--- src/rtl/result_display_driver_if.sv ---
// rtl/result_display_driver_if.sv - load/result handshake between the arithmetic unit and the display driver
interface result_display_driver_if;
   logic [7:0]  value;
   logic        flag;
   logic        load;
   logic        busy;
   logic        done;
   logic [11:0] bcd;
   logic        led;

   modport master (output value, flag, load, input busy, done, bcd, led);
   modport slave  (input value, flag, load, output busy, done, bcd, led);
endinterface

--- src/rtl/result_display_driver.sv ---
// rtl/result_display_driver.sv - captures an 8-bit result, converts it to BCD by double-dabble
// and scans it onto a 4-digit multiplexed seven-segment display with a status LED
module result_display_driver #(
   parameter int SCAN_DIV       = 50000,
   parameter bit ACTIVE_LOW_SEG = 1'b1
) (
   input  logic                     clk,
   input  logic                     rst,
   result_display_driver_if.slave   bus,
   output logic [6:0]               seg,
   output logic [3:0]               an
);

   localparam logic [1:0] IDLE  = 2'd0;
   localparam logic [1:0] ADJ   = 2'd1;
   localparam logic [1:0] SHIFT = 2'd2;
   localparam logic [1:0] DONE  = 2'd3;

   localparam int CW = (SCAN_DIV > 1) ? $clog2(SCAN_DIV) : 1;

   logic [1:0]    state;
   logic [7:0]    shreg;
   logic          flag_r;
   logic [11:0]   acc;
   logic [3:0]    count;
   logic [CW-1:0] scan_cnt;
   logic [1:0]    idx;
   logic          wrap;
   logic [1:0]    idx_next;
   logic [11:0]   bcd_next;

   function automatic logic [3:0] adj3(input logic [3:0] n);
      return (n >= 4'd5) ? n + 4'd3 : n;
   endfunction

   function automatic logic [6:0] polarity(input logic [6:0] p);
      return ACTIVE_LOW_SEG ? ~p : p;
   endfunction

   function automatic logic [6:0] digit_pattern(input logic [3:0] d);
      logic [6:0] p;
      case (d)
         4'd0:    p = 7'b1111110;
         4'd1:    p = 7'b0110000;
         4'd2:    p = 7'b1101101;
         4'd3:    p = 7'b1111001;
         4'd4:    p = 7'b0110011;
         4'd5:    p = 7'b1011011;
         4'd6:    p = 7'b1011111;
         4'd7:    p = 7'b1110000;
         4'd8:    p = 7'b1111111;
         4'd9:    p = 7'b1111011;
         default: p = 7'b0000000;
      endcase
      return polarity(p);
   endfunction

   // Leading zeros are blanked; the ones digit is always lit, digit 3 never is.
   function automatic logic [6:0] digit_seg(input logic [1:0] i, input logic [11:0] b);
      logic [6:0] s;
      case (i)
         2'd0:    s = digit_pattern(b[3:0]);
         2'd1:    s = (b[11:4] == 8'd0) ? polarity(7'b0000000) : digit_pattern(b[7:4]);
         2'd2:    s = (b[11:8] == 4'd0) ? polarity(7'b0000000) : digit_pattern(b[11:8]);
         default: s = polarity(7'b0000000);
      endcase
      return s;
   endfunction

   always_ff @(posedge clk) begin
      if (rst) begin
         state    <= IDLE;
         shreg    <= 8'd0;
         flag_r   <= 1'b0;
         acc      <= 12'd0;
         count    <= 4'd0;
         bus.busy <= 1'b0;
         bus.done <= 1'b0;
         bus.bcd  <= 12'd0;
         bus.led  <= 1'b0;
      end else begin
         bus.done <= 1'b0;
         case (state)
            IDLE: begin
               if (bus.load) begin
                  shreg    <= bus.value;
                  flag_r   <= bus.flag;
                  acc      <= 12'd0;
                  count    <= 4'd0;
                  bus.busy <= 1'b1;
                  state    <= ADJ;
               end
            end
            ADJ: begin
               acc   <= {adj3(acc[11:8]), adj3(acc[7:4]), adj3(acc[3:0])};
               state <= SHIFT;
            end
            SHIFT: begin
               {acc, shreg} <= {acc[10:0], shreg, 1'b0};
               count        <= count + 4'd1;
               state        <= (count == 4'd7) ? DONE : ADJ;
            end
            DONE: begin
               bus.bcd  <= acc;
               bus.led  <= flag_r;
               bus.done <= 1'b1;
               bus.busy <= 1'b0;
               state    <= IDLE;
            end
            default: state <= IDLE;
         endcase
      end
   end

   // seg/an are computed from the post-edge index and bcd so they track a bcd update without lag.
   assign wrap     = (scan_cnt == CW'(SCAN_DIV - 1));
   assign idx_next = wrap ? idx + 2'd1 : idx;
   assign bcd_next = (state == DONE) ? acc : bus.bcd;

   always_ff @(posedge clk) begin
      if (rst) begin
         scan_cnt <= '0;
         idx      <= 2'd0;
         an       <= 4'b1110;
         seg      <= digit_pattern(4'd0);
      end else begin
         scan_cnt <= wrap ? '0 : scan_cnt + 1'b1;
         idx      <= idx_next;
         an       <= ~(4'b0001 << idx_next);
         seg      <= digit_seg(idx_next, bcd_next);
      end
   end

endmodule

--- src/flat_wrapper.sv ---
// flat-port wrapper written by rule: the top's interface ports become plain ports
module result_display_driver_flat 
#(
   parameter int SCAN_DIV       = 50000,
   parameter bit ACTIVE_LOW_SEG = 1'b1
)
  (clk, rst, seg, an, bus_value, bus_flag, bus_load, bus_busy, bus_done, bus_bcd, bus_led);
  result_display_driver_if bus_i ();
  input  logic clk;
  input  logic rst;
  output logic [6:0] seg;
  output logic [3:0] an;
  input wire logic [$bits(bus_i.value)-1:0] bus_value;
  input wire logic [$bits(bus_i.flag)-1:0] bus_flag;
  input wire logic [$bits(bus_i.load)-1:0] bus_load;
  output wire logic [$bits(bus_i.busy)-1:0] bus_busy;
  output wire logic [$bits(bus_i.done)-1:0] bus_done;
  output wire logic [$bits(bus_i.bcd)-1:0] bus_bcd;
  output wire logic [$bits(bus_i.led)-1:0] bus_led;
  assign bus_i.value = bus_value;
  assign bus_i.flag = bus_flag;
  assign bus_i.load = bus_load;
  assign bus_busy = bus_i.busy;
  assign bus_done = bus_i.done;
  assign bus_bcd = bus_i.bcd;
  assign bus_led = bus_i.led;
  result_display_driver #(.SCAN_DIV(SCAN_DIV), .ACTIVE_LOW_SEG(ACTIVE_LOW_SEG)) u_core (.clk(clk), .rst(rst), .bus(bus_i), .seg(seg), .an(an));
endmodule
--- config.mk ---
export PLATFORM = sky130hd
export DESIGN_NAME = result_display_driver_flat
export DESIGN_NICKNAME = d
export VERILOG_FILES = /design/src/rtl/result_display_driver_if.sv /design/src/rtl/result_display_driver.sv /design/src/flat_wrapper.sv
export SDC_FILE = /design/constraint.sdc
export NUM_CORES = 1
export LEC_CHECK = 0
export ABC_AREA = 1
export CORE_ASPECT_RATIO = 0.8
export CORE_MARGIN = 2
export CORE_UTILIZATION = 45
export DETAILED_ROUTE_END_ITERATION = 10
export PLACE_DENSITY_LB_ADDON = 0.2
export SETUP_SLACK_MARGIN = 0.5
export SYNTH_ARGS = -nofsm -noshare
export SYNTH_HDL_FRONTEND = slang
export SYNTH_SLANG_ARGS = --single-unit
--- constraint.sdc ---
create_clock -name clk -period 2.7 [get_ports clk]
set_input_delay 0.54 -clock clk [delete_from_list [all_inputs] [get_ports clk]]
set_output_delay 0.54 -clock clk [all_outputs]
set_load 0.01 [all_outputs]
Yosys cells after proc, flatten, opt, wreduce, memory -nomap -nowiden
Memory sizes are Yosys's and may differ from the RTL's. Index checks and enable logic that the tools add are counted. W data, S select, Z words.

Add/subtract/negate cells: 6. Order comparisons: 3. Mux-type cells: 26. Reductions and logical operators: 14. Equality and inequality tests: 11. Bitwise operators: 4. Shift-type cells: 1.

Operators with widths (count): $mux W7 (8); $pmux W12 S3 (1); $mux W12 (2); $not A7 Y7 (3); $pmux W7 S3 (1); $add A16 B1 Y16 const B (1); $eq A16 B16 Y1 const B (1); $mux W4 (4); $pmux W8 S2 (1); $add A4 B2 Y4 const B (3); $ge A4 B3 Y1 const B (3); $reduce_and A3 Y1 (3); $logic_not A8 Y1 (1); $mux W8 (1); $pmux W2 S4 (1); $pmux W4 S2 (1); $eq A2 B2 Y1 const B (3); $mux W2 (3); $ne A2 B1 Y1 const B (3); $reduce_and A2 Y1 (3); $add A4 B1 Y4 const B (1); $eq A2 B1 Y1 const B (2); $eq A4 B3 Y1 const B (1); $logic_not A2 Y1 (2); 10 further kinds (12).

Flip-flop bits (word level): 71. Logic and storage cells: 83. Output and inout port bits: 26. ROM bits: 336. Input port bits: 12. Memories: 3.

Memories: (no name shown) (words 16, width 7, read ports 1, clocked after memory_dff 0, write ports 0, RTL line result_display_driver.sv:42) `case (d)`; (no name shown) (words 16, width 7, read ports 1, clocked after memory_dff 0, write ports 0, RTL line result_display_driver.sv:42); (no name shown) (words 16, width 7, read ports 1, clocked after memory_dff 0, write ports 0, RTL line result_display_driver.sv:42).

Longest topological paths before layout
Depth in word-level cells: 8. Mapped depth: 16. Mapped depth without buffers: 15.

Worst setup path after synthesis
Ideal clock, no wire load.

Path type: register -> register. Start: register u_core.state[0]. End: register u_core.seg[5]. Arrival time: 1.930 ns. Buffers on the path: 1. Clock period less this slack: 2.057 ns. Stages on the path, launching flop included: 15. Library setup time: 0.128 ns. Data required time: 2.572 ns. Slack: 0.643 ns. Cell sequence: dfxtp_1 -> ha_1 -> buf_4 -> o21ai_1 -> inv_1 -> ha_1 -> inv_1 -> nand2_1 -> nand2_1 -> nand2_1 -> clkinv_1 -> nand3_1 -> nand2_1 -> nor2_1 -> nor2_1.

Elaborated cells between the ends (all ways): 19. Those cells by class: eq/ne: 1; mux: 10; bitwise: 3; reduce/logical: 2; memory: 3.

RTL lines: from (decl) (RTL line result_display_driver.sv:21) `logic [1:0] state;`; from (signal assigned) (RTL line result_display_driver.sv:101) `state <= (count == 4'd7) ? DONE : ADJ;`; $eq A2 B2 Y1 (RTL line result_display_driver.sv:118) `assign bcd_next = (state == DONE) ? acc : bus.bcd;`; $mux W12 (RTL line result_display_driver.sv:118); named net u_core.bcd_next[0] (RTL line result_display_driver.sv:30) `logic [11:0] bcd_next;`; $mem_v2 Z16 W7; $mux W7 (RTL line result_display_driver.sv:61) `case (i)`; $mux W7 (RTL line result_display_driver.sv:121) `if (rst) begin`; $not A7 Y7 (RTL line result_display_driver.sv:37) `return ACTIVE_LOW_SEG ? ~p : p;`; $pmux W7 S3 (RTL line result_display_driver.sv:61); to (signal assigned) (RTL line result_display_driver.sv:125) `seg <= digit_pattern(4'd0);`; to (signal assigned) (RTL line result_display_driver.sv:130) `seg <= digit_seg(idx_next, bcd_next);`; to (decl) (RTL line result_display_driver.sv:10) `output logic [6:0] seg,`.

The timed path passes the listed nets, and every way through them passes these cells. The select of a mux whose other input is x is not followed. A chain may end at the register's enable or synchronous reset.

Worst setup path after layout
Start: register u_core.state[0]. End: register u_core.seg[3].

Cells in the longest elaborated chain, start to end: 8. Elaborated cells between the ends (all ways): 19. Those cells by class: eq/ne: 1; mux: 10; bitwise: 3; reduce/logical: 2; memory: 3.

Ends and longest elaborated chain (RTL line): $eq A2 B2 Y1 * (result_display_driver.sv:118); $mux W12 * (result_display_driver.sv:118); $mem_v2 Z16 W7; $mux W7 (result_display_driver.sv:61); $mux W7 (result_display_driver.sv:121); $not A7 Y7 (result_display_driver.sv:37); $mux W7, on equally long branches (result_display_driver.sv:64, result_display_driver.sv:63); $pmux W7 S3 * (result_display_driver.sv:61).

Mark *: on every way between the ends. The rest lies on a longest branch, timed or not. The select of a mux whose other input is x is not followed.

==> metrics <==
CP max-delay cell dfxtp_4; Initial Utilization between 40% and 50%; ranking of synthesized cells by area dfxtp_1, nand2_1, ha_1, nor2_1, nand3_1; DRC Markers 0; Crit path arrival time 2260 ps; worst-margin pin slew about 540 ps; crit path time final 2040 ps; Synth Area in Compound Gates a little under an eighth; critical path peak fanout 20; clock-pin slew on the worst setup and hold paths approximately 70 ps; outcome complete, no violations; Power Total about 2.4 mW; Total GRT Usage 19.8%; share of the yosys chip area belonging to registers a little over a third; ANT nets after route 0; post-synthesis async set-or-reset flop share 0%; Final Hold Vio Count 0; vias in the first global route ~3400; Clk Latency, worst-skew pair about 360 ps; synth unique cells 36; setup repair after global routing missed its margin no; endpoints failing setup 0; DIE HEIGHT between 80 and 90 um; Setup TNS 0 ps; initial antenna violation count 0; CTS hold repair buffers 0; kind of critical path flip-flop to flip-flop; WL/cell 11.5 um; I/O pin cnt 38; Area Overhead vs Synth 17.7%; Pre-antenna DRT Iters 4; Core Rows 30; top cell type's share of synthesized area between 30% and 40%; post-synthesis register bit count 71; adder-cell share of the synthesized area 8.66%; pin count of the biggest net entering global routing 41; Layout Skew ~12 ps; Synthesized Nets approximately 640; critical-path cell list ha_4, buf_12, o21ai_4, inv_1, ha_1, inv_1, nand2_1, nand3_1, nand3_1, nand3_1, nand2_1, nor2_1, nor2_1; Critical Path Source u_core.state[0]; Synthesis Warnings 0; ys flop type dfxtp_1; P per Cell Area approximately 500 nW/um^2; worst hold slack approximately 450 ps; largest family of logic cells by synthesized area simple AND/OR/NAND/NOR gates; nets about 680; global route overflow 0; worst reg2reg path startpoint u_core.state[0]; Crit path required time slightly below 3000 ps; die area 9770 um^2; CP startpoint kind flip-flop; worst min path class flip-flop to flip-flop; Tcrit/Tclk final around three quarters; core area approximately 8600 um^2; CTS tree yes; via/cell ratio slightly below 5; max-slew violations 0; Post-Synth Simple-Gate Area roughly a third; CP Capture Type flip-flop; GPL Wtd Cong between 0.8 and 0.9; leading area contributor after synthesis dfxtp_1; Worst VDD drop ~0.35 mV; diode count 0; Largest stage delay, worst path 370 ps; top-count cell post-synth nand2_1; Top cell by count, worst path nand3_1; layout cells sized above 1 a little under a tenth; EDFF count, synth 0; Post-Syn Area per Cell about 6.7 um^2; Post-synth top cells nand2_1, dfxtp_1, nor2_1; Max Root-Sink Buffers 2; mux contribution to synthesized area 0%; maxcap violations 0; H-tree levels 3; hold_sp u_core.scan_cnt[0]; synthesized instance count 601; DP HPWL approximately 6400 um; CTS Buf Count 9; via count ~3700; Leakage 2.02 nW; Post-Syn Area 4050 um^2; Final Non-Filler Cells between 700 and 800; final WL just under 9000 um; Iteration-0 DRC Markers between 100 and 150; first-pass GRT wire length around 15000 um; CTS Root Cell clkbuf_8; CTS Sinks a little over 70; Worst slew margin between 60% and 70%; Placed Instances about 740; fin util between 50% and 60%; die width roughly 110 um; Post-Synth XOR/XNOR Area approximately 1.7%; Buffers on Ports 37; highest clock rate just under 500 MHz
[cells by family (layout without fill, tap and decap cells)]
group / Yosys count / count (layout)
fa+ha+maj: 28 / 28
xor+xnor: 8 / 8
compound gates: 86 / 86
simple gates: 327 / 327
flops: 71 / 71
buf+inv: 81 / 123
[repair_timing]
| item | CTS | global route |
|---|---|---|
| gates resized for setup | 6 | 7 |
| pin swaps | 0 | 0 |
| setup endpoints to repair | 3 | 13 |
| setup buffers | 0 | 0 |
[layer usage]
| layer | share of wire, % | GRT usage [%] |
|---|---|---|
| met5 | 0 | 0 |
| met4 | 1.5 | 6.67 |
| met3 | 4.1 | 5.38 |
| met2 | 43 | 31.1 |
| met1 | 51 | 26.2 |
[registers in the layout, summed over array words and instances (netlist names)]
signal           cells
u_core.acc          12
u_core.bus.led       1
u_core.state         2
u_core.bus.bcd      12
u_core.flag_r        1
u_core.idx           2
u_core.shreg         8
u_core.bus.done      1
u_core.seg           7
u_core.an            4
u_core.bus.busy      1
u_core.count         4
u_core.scan_cnt     16
[final timing paths]
path / endpoint / slack (ps) / cells past startpoint
worst max-delay path: u_core.seg[3] / 660 / 13
worst min-delay path: u_core.scan_cnt[0] / 450 / 1
worst max register to register: u_core.seg[3] / 660 / 13
worst min register to register: u_core.scan_cnt[0] / 450 / 1
[per-stage QoR]
| stage | setup WS (ps) | area, um^2 |
|---|---|---|
| final | 665 | 4760 |
| after global routing | 500 | 4760 |
| after CTS | 537 | 4740 |
| after detailed placement | 435 | 4510 |
| after global placement | 511 | 4510 |
| after floorplan | 643 | 4050 |
[layout make-up]
class,count,area (um^2)
clock buffers,11,151
fillers,860,3830
repair buffers,43,428
flip-flops and latches,71,1430
clock inverters,5,56.3
well taps,112,140
inverters,64,243
multi-input cells,449,2320
[where the power goes]
| group | leakage, nW | switching, mW | internal, mW |
|---|---|---|---|
| Sequential | 0.577 | 0.0263 | 1.09 |
| Combinational | 1.34 | 0.244 | 0.150 |
| Clock | 0.105 | 0.408 | 0.475 |
| Total | 2.02 | 0.679 | 1.71 |
[cell usage in the layout, fill, tap and decap left out, types with 2 or more instances in the layout]
| cell | n |
|---|---|
| nor3b_1 | 2 |
| clkbuf_8 | 11 |
| nand4_1 | 5 |
| a22oi_1 | 3 |
| a21oi_1 | 36 |
| xor2_1 | 7 |
| dfxtp_1 | 69 |
| clkinv_2 | 2 |
| nand3_1 | 46 |
| o21ai_0 | 20 |
| a211oi_1 | 2 |
| clkinv_1 | 2 |
| nand2_1 | 166 |
| ha_1 | 27 |
| a31oi_1 | 7 |
| o211ai_1 | 2 |
| or2_1 | 2 |
| or2_2 | 3 |
| buf_4 | 5 |
| nand3b_1 | 3 |
| nor3_1 | 6 |
| nand2_2 | 14 |
| inv_1 | 54 |
| nor2_1 | 71 |
| nor2_2 | 6 |
| inv_2 | 7 |
| o22ai_1 | 7 |
| clkdlybuf4s50_1 | 37 |
| o21ai_1 | 6 |
[critical path: cells and delay by family, from the launching register on]
kind | cells | cell delay [ps]
DFF | 1 | 370
adders and majority gates | 2 | 470
and+or+nand+nor | 7 | 540
AOI/OAI and AO/OA | 1 | 230
buffers and inverters | 3 | 300
Power figures use the tool's default switching activity.
